File: src/rtl/ice40_pll_pkg.sv
// ice40_pll_pkg
//   Shared constants and the elaboration-time configuration checker for the
//   iCE40 SB_PLL40_CORE behavioural model.
//   Contents:
//     - PFD / VCO frequency limits, DIVQ range, DIVF ceilings per feedback mode
//     - pll_cfg_t  : {valid, fout_hz} result record
//     - pll_check(): constant function that validates a divider set and
//                    returns the emulated output frequency
package ice40_pll_pkg;

  localparam logic [63:0] PFD_MIN_HZ      = 64'd10_000_000;
  localparam logic [63:0] PFD_MAX_HZ      = 64'd133_000_000;
  localparam logic [63:0] VCO_MIN_HZ      = 64'd533_000_000;
  localparam logic [63:0] VCO_MAX_HZ      = 64'd1_066_000_000;
  localparam logic [63:0] DIVQ_MIN        = 64'd1;
  localparam logic [63:0] DIVQ_MAX        = 64'd6;
  localparam logic [63:0] DIVF_MAX_SIMPLE = 64'd127;
  localparam logic [63:0] DIVF_MAX_OTHER  = 64'd63;
  localparam logic [63:0] FILTER_MAX      = 64'd7;

  typedef struct packed {
    logic        valid;
    logic [63:0] fout_hz;
  } pll_cfg_t;

  // All arithmetic is 64-bit so REF_HZ * multiplier never overflows.
  function automatic pll_cfg_t pll_check(
    input logic [63:0] ref_hz,
    input logic [63:0] divr,
    input logic [63:0] divf,
    input logic [63:0] divq,
    input logic [63:0] filt,
    input logic        simple_fb
  );
    logic [63:0] pfd;
    logic [63:0] vco;
    logic [63:0] divf_max;
    pll_cfg_t    res;
    pfd      = ref_hz / (divr + 64'd1);
    vco      = pfd * (divf + 64'd1);
    divf_max = simple_fb ? DIVF_MAX_SIMPLE : DIVF_MAX_OTHER;
    res.valid = (pfd  >= PFD_MIN_HZ) && (pfd  <= PFD_MAX_HZ) &&
                (vco  >= VCO_MIN_HZ) && (vco  <= VCO_MAX_HZ) &&
                (divq >= DIVQ_MIN)   && (divq <= DIVQ_MAX)   &&
                (divf <= divf_max)   && (filt <= FILTER_MAX);
    res.fout_hz = vco >> divq;
    return res;
  endfunction

endpackage

File: src/rtl/ice40_pll_nco.sv
// ice40_pll_nco
//   Phase accumulator that emulates the PLL output frequency as the rational
//   ratio M_VAL/N_VAL of the reference clock.
//   Ports:
//     i_clk      reference clock
//     i_rst      synchronous active-high reset (clears all state)
//     i_en       advance the accumulator this edge (otherwise hold)
//     o_cycles   emulated output cycles, wraps modulo 2^32
//     o_out      registered output level (accumulator in upper half)
module ice40_pll_nco
  import ice40_pll_pkg::*;
#(
  parameter int unsigned M_VAL = 35,
  parameter int unsigned N_VAL = 4
) (
  input  logic        i_clk,
  input  logic        i_rst,
  input  logic        i_en,
  output logic [31:0] o_cycles,
  output logic        o_out
);

  localparam logic [32:0] M_W    = 33'(M_VAL);
  localparam logic [32:0] N_W    = 33'(N_VAL);
  localparam logic [31:0] HALF_N = 32'(N_VAL / 2);

  logic [31:0] r_acc;
  logic [31:0] r_cycles;
  logic        r_out;
  logic [32:0] w_sum;
  logic [31:0] w_acc_next;
  logic [31:0] w_carry;

  // The carry can exceed one when M > N, so a true divide is used; N is a
  // constant, so this reduces to fixed logic.
  assign w_sum      = 33'(r_acc) + M_W;
  assign w_acc_next = 32'(w_sum % N_W);
  assign w_carry    = 32'(w_sum / N_W);

  always_ff @(posedge i_clk) begin
    if (i_rst) begin
      r_acc    <= '0;
      r_cycles <= '0;
      r_out    <= 1'b0;
    end else if (i_en) begin
      r_acc    <= w_acc_next;
      r_cycles <= r_cycles + w_carry;
      r_out    <= (w_acc_next >= HALF_N);
    end
  end

  assign o_cycles = r_cycles;
  assign o_out    = r_out;

endmodule

File: config.mk
export PLATFORM = sky130hd
export DESIGN_NAME = ice40_pll_nco
export DESIGN_NICKNAME = d
export VERILOG_FILES = /design/src/rtl/ice40_pll_pkg.sv /design/src/rtl/ice40_pll_nco.sv
export SDC_FILE = /design/constraint.sdc
export NUM_CORES = 1
export LEC_CHECK = 0
export CAP_MARGIN = 5
export CORE_MARGIN = 2
export CORE_UTILIZATION = 30
export DETAILED_ROUTE_END_ITERATION = 10
export DONT_BUFFER_PORTS = 1
export PLACE_DENSITY = 0.43
export SYNTH_ARGS = -nofsm -noshare
export SYNTH_HDL_FRONTEND = slang
export SYNTH_SLANG_ARGS = --single-unit
File: constraint.sdc
create_clock -name i_clk -period 3.17 [get_ports i_clk]
set_input_delay 0.317 -clock i_clk [delete_from_list [all_inputs] [get_ports i_clk]]
set_output_delay 0.317 -clock i_clk [all_outputs]
set_load 0.005 [all_outputs]
==> flow_summary.yaml, run 1 <==
final_layout:
  area_growth_pct: 8.06
  fillers: 560
  seqCellArea_sq_um: 681
  drive_gt1_frac: 0.0638
  nets: 194
  n_antenna_cell: 0
  multi_input_area_sq_um: 890
  fin_util: 0.340
  final_cells: 258
sta:
  rsz0062_at_grt: "no"
  fin_ws_ns: 0.713
  report.final.slew_viol_count: 0
  hold_violations: 0
  finalCritPeriodShare: 0.775
  whs_ns: 0.102
  slew_headroom: 0.593
  setup_viol: 0
  worst_pin_slew_ns: 0.609
  period_needed_ns: 2.46
  finClkSkew_ns: 0.00727
  max_freq_mhz: 407
  setup_tns_ns: 0
clock_tree:
  cts-hold-fix-buffers: 0
  cts.sinks: 34
  post_cts_buffers: 0
  cts_tree: "done"
  htreeDepth: 2
  clock_path_buffers: 2
  numCtsBuffers: 5
  path_clk_slew_ns: 0.07
  insertion_delay_ns: 0.28
  root_buffer: "clkbuf_8"
  post_cts_resized: 0
global_routing:
  grt_usage: 0.137
  antenna_found_initial: 0
  grt-ovfl-total: 0
  grt_pass1_vias: 1328
  grt_start_max_net_pins: 36
  grt_pass1_wl_mm: 6.62
power:
  p_comb_frac: 0.044
  p_sw_w: 0.000179
  p_int_w: 0.000601
  power_frac_clock: 0.387
  swShare: 0.230
  vdd.ir_drop.worst_mv: 0.180
  power.density_nw_per_um2: 443
  p_leak_nw: 0.556
  seqPwrFrac: 0.569
worst_setup_path:
  r2r-end: "o_cycles[30]"
  r2r-start: "o_out"
  crit_type: "flop to flop"
  cp.required_ns: 3.38
  worst_ep_arrival_time_ns: 2.67
  crit_fanout: 8
  cp-end-kind: "flop"
  r2r_slack_ns: 0.71
  crit_path_start_kind: "flop"
  ff2ff_path_depth: 9
synth:
  avgSynthCellArea_sq_um: 8.62
  seq_area_frac_synth: 0.418
  synth_ff_type: "dfxtp_1"
  synth_fp_nets: 195
  synth_seq_cells: 34
  ys_warn_count: 0
  syn_area_sq_um: 1630
  synth-edff-count: 0
  ys_types: 34
  syn_inst: 189
  ys_async_sr_fraction: 0
floorplan:
  rows: 26
  coreArea_sq_um: 5170
  dieArea_sq_um: 6040
  io_pins: 36
  die_width_um: 77.7
  die_y_um: 77.7
  initial_core_util: 0.315
hold_path:
  hp-start: "i_rst"
  hold_depth: 1
  hold_path.class: "primary input to flop"
  min_to: "o_cycles[17]"
outcome:
  status: "completed"
drt:
  drc: 0
  vias: 1399
  wl_per_cell_um: 15.1
  vias_per_cell: 5.42
  ant_nets: 0
  firstDrtPassIters: 4
  drt_wl_total_mm: 3.89
  first_iter_violations: 79
placement:
  numPortBuffers: 0
  dp_hpwl_mm: 2.67
  post-place-ws_ns: 0.718
  globalplace.congestion: 0.730
  place_inst: 251
job:
  maxCapViolCount: 0
==> how the worst max path moves through the flow <==
stage | startpoint | end | slack [ns] | cells after the start
final | o_out | o_cycles[30] | 0.71 | 9
after global routing | o_out | o_cycles[24] | 0.51 | 9
after CTS | o_out | o_cycles[30] | 0.70 | 9
after detailed placement | o_out | o_cycles[30] | 0.72 | 9
after global placement | o_out | o_cycles[28] | 0.78 | 9
after floorplan | o_out | o_cycles[30] | 0.93 | 10
==> layer usage <==
metal / track usage / share of wire / vias up / routed length (um)
met2: 0.221 / 0.46 / 33 / 1800
met5: 0 / 0 / - / 0
li1: - / - / 701 / -
met1: 0.159 / 0.45 / 659 / 1750
met4: 0.0536 / 0.016 / 0 / 61
met3: 0.0616 / 0.073 / 6 / 285
==> kinds of logic after synthesis <==
family / share of synthesized area
AO/OA/AOI/OAI: 0.139
XOR/XNOR: 0.0699
adder cells (fa/ha/maj): 0.0230
buffers and inverters: 0.0361
flip-flops: 0.418
multiplexers: 0.0192
AND/OR/NAND/NOR: 0.295
==> state kept, by name, indices dropped and copies added (netlist names) <==
register	flops
o_cycles	32
o_out	1
r_acc	1
==> area by class of cell <==
| cell class | instances | share of cell area |
|---|---|---|
| clock buffers | 7 | 0.0434 |
| inverters | 5 | 0.0107 |
| multi-input cells | 141 | 0.505 |
| flip-flops and latches | 34 | 0.387 |
| well taps | 70 | 0.0498 |
| repair buffers | 1 | 0.00426 |
==> placed cells by master (no fill, tap or decap), types with 2 or more instances in the layout <==
| cell | synthesis | final |
|---|---|---|
| a21oi_1 | 18 | 18 |
| xor2_1 | 7 | 7 |
| and3_1 | 2 | 2 |
| or4_2 | 2 | 2 |
| nand4_1 | 4 | 4 |
| nor4_1 | 2 | 2 |
| or4_1 | 13 | 13 |
| o31ai_1 | 12 | 12 |
| nand3_1 | 12 | 12 |
| inv_1 | 5 | 5 |
| nor3_1 | 3 | 3 |
| mux2i_1 | 2 | 2 |
| nor2_1 | 17 | 17 |
| dfxtp_1 | 34 | 34 |
| clkbuf_8 | 0 | 5 |
| clkbuf_1 | 6 | 2 |
| nand4_2 | 2 | 2 |
| and4_1 | 3 | 3 |
| o21ai_0 | 5 | 5 |
| or3_1 | 6 | 6 |
| xnor2_1 | 6 | 6 |
| ha_1 | 3 | 3 |
| nand2_1 | 13 | 13 |
==> through the flow <==
stage                     power, W  area (sq um)
after detailed placement  0.000488          1680
final                     0.000781          1760
after global routing      0.000818          1760
after floorplan           0.000485          1630
after CTS                 0.000796          1760
after global placement    0.000487          1680
==> synth_stat cells, drive strengths merged (4+ instances only) <==
master  number  area share
a21oi       18       0.055
and4         4       0.022
clkbuf       7       0.017
dfxtp       34        0.42
inv          5       0.012
nand2       13       0.030
nand3       12       0.037
nand4        6       0.031
nor2        17       0.039
o21ai        5       0.015
o31ai       12       0.055
or3          6       0.023
or4         15       0.071
xnor2        6       0.032
xor2         7       0.038
==> worst max-delay path, stage by stage, from the launching register on <==
cell     delay (ns)
dfxtp_1        0.37
inv_1          0.06
ha_1           0.19
inv_1          0.05
ha_1           0.18
ha_1           0.19
a21oi_1        0.12
or4_1          0.64
or4_1          0.44
a21oi_1        0.15
==> power by group through the flow <==
stage	registers (W)	logic, W	clock network (W)
6_report	0.000444	0.0000341	0.000302
5_1_grt	0.000446	0.0000389	0.000334
4_1_cts	0.000444	0.0000346	0.000317
3_5_place_dp	0.000454	0.0000345	0
3_3_place_gp	0.000454	0.0000334	0
2_1_floorplan	0.000452	0.0000336	0
Power figures use the tool's default switching activity.
==> run 2: changes to the inputs <==
==> constraint.sdc (replaced) <==
create_clock -name i_clk -period 2.4 [get_ports i_clk]
set_input_delay 0.24 -clock i_clk [delete_from_list [all_inputs] [get_ports i_clk]]
set_output_delay 0.24 -clock i_clk [all_outputs]
set_load 0.005 [all_outputs]
==> flow_summary.yaml, run 2 (synthesis results as in run 1) <==
power:
  p_leak_nw: 0.589
  power.density_nw_per_um2: 564
  vdd.ir_drop.worst_mv: 0.242
final_layout:
  drive_gt1_frac: 0.118
  n_antenna_cell: 0
  largest_reg_flops: 32
  nets: 201
  stdcell_area_sq_um: 1840
  area_growth_pct: 13.1
  fillers: 532
  final_cell_mix: "34 x dfxtp_1, 17 x nor2_1, 17 x a21oi_1, 13 x nand2_1"
  final_common_cell: "dfxtp_1"
  fin_util: 0.356
placement:
  post-place-ws_ns: 0.0239
  globalplace.congestion: 0.731
  postPlaceCellArea_sq_um: 1720
  numPortBuffers: 0
  dp_hpwl_mm: 2.84
sta:
  whs_ns: 0.0231
  worst_pin_slew_ns: 0.323
  finalCritPeriodShare: 0.953
  max_freq_mhz: 437
  setup_tns_ns: 0
  slew_headroom: 0.783
  report.final.slew_viol_count: 0
  rsz0062_at_grt: "no"
  finClkSkew_ns: 0.00434
  hold_violations: 0
  period_needed_ns: 2.29
  setup_viol: 0
  fin_ws_ns: 0.113
floorplan:
  rows: 26
  dieArea_sq_um: 6040
  coreArea_sq_um: 5170
  die_y_um: 77.7
  die_width_um: 77.7
  io_pins: 36
  initial_core_util: 0.315
global_routing:
  antenna_found_initial: 0
  grt_pass1_vias: 1396
  grt-ovfl-total: 0
  grt_usage: 0.144
  grt_start_max_net_pins: 36
  grt_pass1_wl_mm: 6.93
clock_tree:
  numCtsBuffers: 5
  cts.sinks: 34
  clock_path_buffers: 2
  htreeDepth: 2
  insertion_delay_ns: 0.28
  root_buffer: "clkbuf_8"
  cts_tree: "done"
  path_clk_slew_ns: 0.07
outcome:
  status: "completed"
worst_setup_path:
  crit_path_start_kind: "flop"
  worst_ep_arrival_time_ns: 2.51
  cp-end-kind: "flop"
  crit_type: "flop to flop"
  crit_fanout: 8
  cp.required_ns: 2.62
drt:
  vias_per_cell: 5.37
  wl_per_cell_um: 15.3
  drt_wl_total_mm: 4.06
  vias: 1422
  first_iter_violations: 75
  firstDrtPassIters: 4
  ant_nets: 0
  drc: 0
job:
  maxCapViolCount: 0
hold_path:
  hold_path.class: "primary input to flop"
-- run 2: cell types whose count changed in the layout (fill, tap and decap cells not counted), sizes merged --
| cell | delta |
|---|---|
| buf | +6 |
| dlygate4sd3 | +1 |
-- run 2: timing repair --
| item | 4_1_cts | 5_1_grt |
|---|---|---|
| endpoints found under the hold margin | 0 | 5 |
| resized for setup | 0 | 6 |
| setup endpoints to repair | 0 | 4 |
| setup buffers | 0 | 1 |
| hold buffers | 0 | 1 |
-- run 2: final timing paths --
path / to / cells past startpoint / slack (ns) / startpoint
setup reg to reg: o_cycles[26] / 9 / 0.11 / o_out
hold reg to reg: o_cycles[29] / 2 / 0.51 / o_cycles[29]
hold / removal: o_cycles[14] / 1 / 0.02 / i_rst
setup / recovery: o_cycles[26] / 9 / 0.11 / o_out
-- run 2: layout make-up --
cell class                 count  area (sq um)  share of cell area
sequential                    34           681               0.370
multi-input combinational    141           916               0.497
clock buffer                   7          76.3              0.0414
timing repair buffer           8          62.6              0.0340
inverter                       5          18.8              0.0102
tap                           70          87.6              0.0476
-- run 2: layer usage --
metal,up-vias,global-route usage,routed length (um)
li1,716,-,-
met1,664,0.162,1760
met2,36,0.231,1910
met3,6,0.0733,340
met4,0,0.0554,53
met5,-,0,0
-- run 2: stage by stage --
stage / instances / power [W]
after floorplan: 189 / 0.000641
after CTS: 263 / 0.00106
final: 265 / 0.00104
after detailed placement: 256 / 0.000651
after global placement: 256 / 0.000649
after global routing: 265 / 0.00110
-- run 2: worst max-delay path, cell delays in order (launching register included) --
cell     delay (ns)
dfxtp_1        0.33
inv_1          0.05
ha_1           0.18
inv_1          0.05
ha_2           0.20
ha_4           0.14
a21oi_1        0.10
or4_4          0.59
or4_4          0.44
a21oi_2        0.14
-- run 2: power by group --
| part | switching, W | internal [W] |
|---|---|---|
| clock network | 0.000196 | 0.000200 |
| logic | 0.0000303 | 0.0000271 |
| registers | 0.0000111 | 0.000575 |
| total | 0.000237 | 0.000801 |
